## config.mk

```make
export PLATFORM = sky130hd
export DESIGN_NAME = uart_simplex_rx
export DESIGN_NICKNAME = d
export VERILOG_FILES = /design/src/rtl/uart_simplex_rx.sv
export SDC_FILE = /design/constraint.sdc
export NUM_CORES = 1
export LEC_CHECK = 0
export ABC_CLOCK_PERIOD_IN_PS = 2300
export BUFFER_PORTS_ARGS = -buffer_cell sky130_fd_sc_hd__buf_4
export CELL_PAD_IN_SITES_DETAIL_PLACEMENT = 1
export CELL_PAD_IN_SITES_GLOBAL_PLACEMENT = 1
export CORE_MARGIN = 3
export CORE_UTILIZATION = 47
export CTS_CLUSTER_SIZE = 10
export DETAILED_ROUTE_END_ITERATION = 8
export GPL_TIMING_DRIVEN = 0
export MAX_ROUTING_LAYER = met4
export PLACE_DENSITY_LB_ADDON = 0.2
export SKIP_CTS_REPAIR_TIMING = 1
export SYNTH_ARGS = -nofsm -noshare
export SYNTH_HDL_FRONTEND = slang
export SYNTH_SLANG_ARGS = --single-unit
```

## constraint.sdc

```tcl
create_clock -name i_CLK -period 2.3 [get_ports i_CLK]
set_clock_uncertainty 0.1 [all_clocks]
set_input_delay 0.46 -clock i_CLK [delete_from_list [all_inputs] [get_ports i_CLK]]
set_output_delay 0.46 -clock i_CLK [all_outputs]
set_load 0.05 [all_outputs]
```

## src/rtl/uart_simplex_rx.sv

```systemverilog
// Receive-only UART: 2-flop synchroniser, mid-bit sampling FSM, LSB-first deserialiser.
// Emits one-cycle o_VALID per good frame and one-cycle o_FRAME_ERR on a low stop bit.
module uart_simplex_rx #(
  parameter int unsigned CLKS_PER_BIT = 16,
  parameter int unsigned DATA_BITS    = 8
) (
  input  logic                 i_CLK,
  input  logic                 i_RST_N,
  input  logic                 i_RX,
  output logic [DATA_BITS-1:0] o_DATA,
  output logic                 o_VALID,
  output logic                 o_FRAME_ERR,
  output logic                 o_BUSY
);

  localparam int unsigned CW = $clog2(CLKS_PER_BIT);
  localparam int unsigned IW = $clog2(DATA_BITS + 1);
  localparam logic [CW-1:0] HALF_M1  = CW'(CLKS_PER_BIT / 2 - 1);
  localparam logic [CW-1:0] FULL_M1  = CW'(CLKS_PER_BIT - 1);
  localparam logic [IW-1:0] LAST_BIT = IW'(DATA_BITS - 1);

  typedef enum logic [2:0] {IDLE, START, DATA, STOP, BREAK} state_t;

  state_t               state, state_next;
  logic [1:0]           sync;
  logic                 rx_s;
  logic [CW-1:0]        cnt;
  logic [IW-1:0]        bit_idx;
  logic [DATA_BITS-1:0] shreg;
  logic                 cnt_clr, cnt_inc, bit_clr, shift_en, valid_next, ferr_next;

  // Line idles high, so the synchroniser resets to 1 to avoid a false start after reset.
  always_ff @(posedge i_CLK or negedge i_RST_N) begin
    if (!i_RST_N) sync <= '1;
    else          sync <= {sync[0], i_RX};
  end
  assign rx_s = sync[1];

  always_ff @(posedge i_CLK or negedge i_RST_N) begin
    if (!i_RST_N) state <= IDLE;
    else          state <= state_next;
  end

  always_comb begin
    state_next = state;
    cnt_clr    = 1'b0;
    cnt_inc    = 1'b0;
    bit_clr    = 1'b0;
    shift_en   = 1'b0;
    valid_next = 1'b0;
    ferr_next  = 1'b0;
    case (state)
      IDLE: begin
        if (!rx_s) begin
          state_next = START;
          cnt_clr    = 1'b1;
        end
      end
      START: begin
        if (cnt == HALF_M1) begin
          cnt_clr    = 1'b1;
          bit_clr    = 1'b1;
          state_next = rx_s ? IDLE : DATA;
        end else begin
          cnt_inc = 1'b1;
        end
      end
      DATA: begin
        if (cnt == FULL_M1) begin
          cnt_clr  = 1'b1;
          shift_en = 1'b1;
          if (bit_idx == LAST_BIT) state_next = STOP;
        end else begin
          cnt_inc = 1'b1;
        end
      end
      STOP: begin
        // Leaving at mid stop bit leaves half a bit to catch an immediately following start.
        if (cnt == FULL_M1) begin
          cnt_clr = 1'b1;
          if (rx_s) begin
            valid_next = 1'b1;
            state_next = IDLE;
          end else begin
            ferr_next  = 1'b1;
            state_next = BREAK;
          end
        end else begin
          cnt_inc = 1'b1;
        end
      end
      BREAK: begin
        if (rx_s) state_next = IDLE;
      end
      default: state_next = IDLE;
    endcase
  end

  always_ff @(posedge i_CLK or negedge i_RST_N) begin
    if (!i_RST_N) begin
      cnt         <= '0;
      bit_idx     <= '0;
      shreg       <= '0;
      o_DATA      <= '0;
      o_VALID     <= 1'b0;
      o_FRAME_ERR <= 1'b0;
    end else begin
      if (cnt_clr)      cnt <= '0;
      else if (cnt_inc) cnt <= cnt + CW'(1);
      if (bit_clr)       bit_idx <= '0;
      else if (shift_en) bit_idx <= bit_idx + IW'(1);
      if (shift_en) shreg <= {rx_s, shreg[DATA_BITS-1:1]};
      if (valid_next) o_DATA <= shreg;
      o_VALID     <= valid_next;
      o_FRAME_ERR <= ferr_next;
    end
  end

  assign o_BUSY = (state != IDLE);

endmodule

```

==> metrics <==
status=completed; routed vias=~860; Final Setup Violations=0; gp weighted congestion=0.770; total nets after synthesis=110; Max Root-Sink Buffers=2; antenna violations before repair=0; CP required=1.74 ns; Via density=5.46; Reg power frac=0.457; CTS sink cnt=31; most common cell after layout, fill and taps aside=dfrtp_1; Worst-path clk slew=0.10 ns; Synth Cell Area=0.00141 mm^2; Crit Path Max Fanout=9; CTS Buf Count=5; IO Pins=14; root buf cell=clkbuf_4; H-tree depth=2; Initial Utilization=0.502; flops & latches, synth=31; Combinational Power Share=0.317; synth top area cells=dfrtp_1, mux2_4, mux2_2, dfstp_2, nor2_1; Hold Vio Cnt, Final=0; CTS tree=yes; unrepaired setup endpoints after global routing=false; VDD IR-drop max=0.379 mV; Synth Warn #=0; max-cap viol count=0; DPL Wire Length=1820 um; top cell type's share of synthesized area=0.516; Clock Latency Late Sink=0.33 ns; crit path kind=flop to output port; # diodes=0; Setup crit start kind=flop; Cell Int Power=roughly 970 uW; Clk pwr share=0.226; post-synthesis area per instance=13.4 um^2; DR pass1 iterations=2; leading area contributor after synthesis=dfrtp_1; Initial DRC Count=8; share of cells above drive strength 1=0.370; CP Capture Type=output port; vias in the first global route=878; most frequent cells in the layout=dfrtp_1, buf_4, nor2_1; CORE AREA=0.00281 mm^2; global route total overflow=0; relative slew slack=0.739; max-slew violations=0; hold slack=0.137 ns; NumNets Final=131; die area=0.00369 mm^2; Die H=between 60 and 70 um; # rows=19; first-pass GRT wire length=4260 um; Pwr Density=911 mW/mm^2; Hold Crit Class=primary input to flop; Leak=0.000831 uW; DR WL/cell=approximately 16 um; Reg area=778 um^2; sequential element share of the synthesized area=0.553; Psw=a little over 500 uW; WP data arrival=1.36 ns; Synth Instances=105; placed cell area=approximately 0.0015 mm^2; GRT Util Overall=0.170; count of input and output buffers=13; combined area of the multi-input logic cells=569 um^2; Die Wd=60.7 um; maximum clock rate=521 MHz; largest net degree at the start of global routing=32; Syn-to-layout area delta=14.7%; Finished Cell Area=roughly 0.0016 mm^2; synth unique cells=32; drt total wl=2600 um; DRC=0; Sw Ratio=0.343; Tcrit/Tclk final=0.834; Tmin final=1.92 ns; setup TNS=0 ns; Worst-Margin Slew=between 0.3 and 0.4 ns; ANT nets after route=0; Fill cells=294
-- stage by stage --
step | worst slack, ns | instances | utilization | power (uW)
CTS | 0.355 | 157 | 0.572 | 1490
finish | 0.382 | 158 | 0.575 | 1470
global placement | 0.482 | 149 | 0.550 | 1120
detailed placement | 0.449 | 149 | 0.550 | 1150
floorplan | 0.614 | 105 | - | 1040
global route | 0.257 | 158 | 0.575 | 1580
-- path summary, 6_finish.rpt --
check / from / to / cells past startpoint / slack [ns]
worst min register to register: sync[0] / sync[1] / 0 / 0.26
worst max-delay path: state[1] / o_BUSY / 4 / 0.38
min in group asynchronous: i_RST_N / o_VALID / 2 / 0.49
worst min-delay path: i_RX / sync[0] / 1 / 0.14
max in group asynchronous: i_RST_N / sync[0] / 2 / 1.28
worst max register to register: cnt[0] / cnt[2] / 5 / 0.42
-- critical path: stages (launching register included) --
cell     delay, ns
dfrtp_1       0.39
buf_6         0.14
nor2_1        0.22
nand2_1       0.09
buf_4         0.19
-- area by class of cell --
class                           instances  area share
Clock buffer                            7      0.0341
Clock inverter                          1     0.00310
Timing Repair Buffer                   14      0.0667
Buffer                                  5      0.0326
Multi-Input combinational cell         67       0.353
Inverter                                2     0.00465
Tap cell                               31      0.0240
Sequential cell                        31       0.482
-- synthesized netlist by cell type --
library cell,n
o311a_1,1
xor2_1,3
dfstp_2,2
or2_2,1
nor3_1,1
ha_1,2
or4_1,1
nand2_1,5
mux2i_1,4
nand2b_1,1
o31ai_1,1
nor2_2,1
nand3_1,3
a211oi_1,1
mux2_4,8
or3_1,1
and2_1,1
buf_6,3
xnor2_1,3
clkbuf_8,1
inv_1,2
nand4_4,1
nor2_1,12
o21bai_1,1
or4b_1,1
nor4b_4,1
a311oi_1,1
a21oi_1,3
dfrtp_1,29
mux2_2,8
clkbuf_2,1
o21a_1,1
-- kinds of logic after synthesis --
logic type,Yosys count,synth area share
and+or+nand+nor,30,0.126
DFF,31,0.553
xor gates and xnor gates,6,0.0373
buffers and inverters,7,0.0427
muxes,20,0.178
AOI/OAI and AO/OA,9,0.0453
adders and majority gates,2,0.0178
-- sequential cells by signal, indices dropped and copies added, names as in the netlist --
name         count
o_FRAME_ERR      1
shreg            8
cnt              4
o_VALID          1
o_DATA           8
sync             2
bit_idx          4
state            3
-- routing by layer --
metal	vias up	track usage	part of all wire
li1	406	-	-
met4	0	0.0650	0.017
met5	-	-	0
met3	6	0.0574	0.036
met1	437	0.204	0.45
met2	13	0.266	0.50
-- power groups by stage --
| stage | sequential (uW) | combinational (uW) | clock, uW |
|---|---|---|---|
| 5_1_grt | 681 | 529 | 368 |
| 3_5_place_dp | 682 | 467 | 0 |
| 4_1_cts | 674 | 473 | 345 |
| 6_report | 672 | 467 | 332 |
| 2_1_floorplan | 676 | 366 | 0 |
| 3_3_place_gp | 677 | 443 | 0 |
Note: power is estimated with default switching activity, not from simulation.
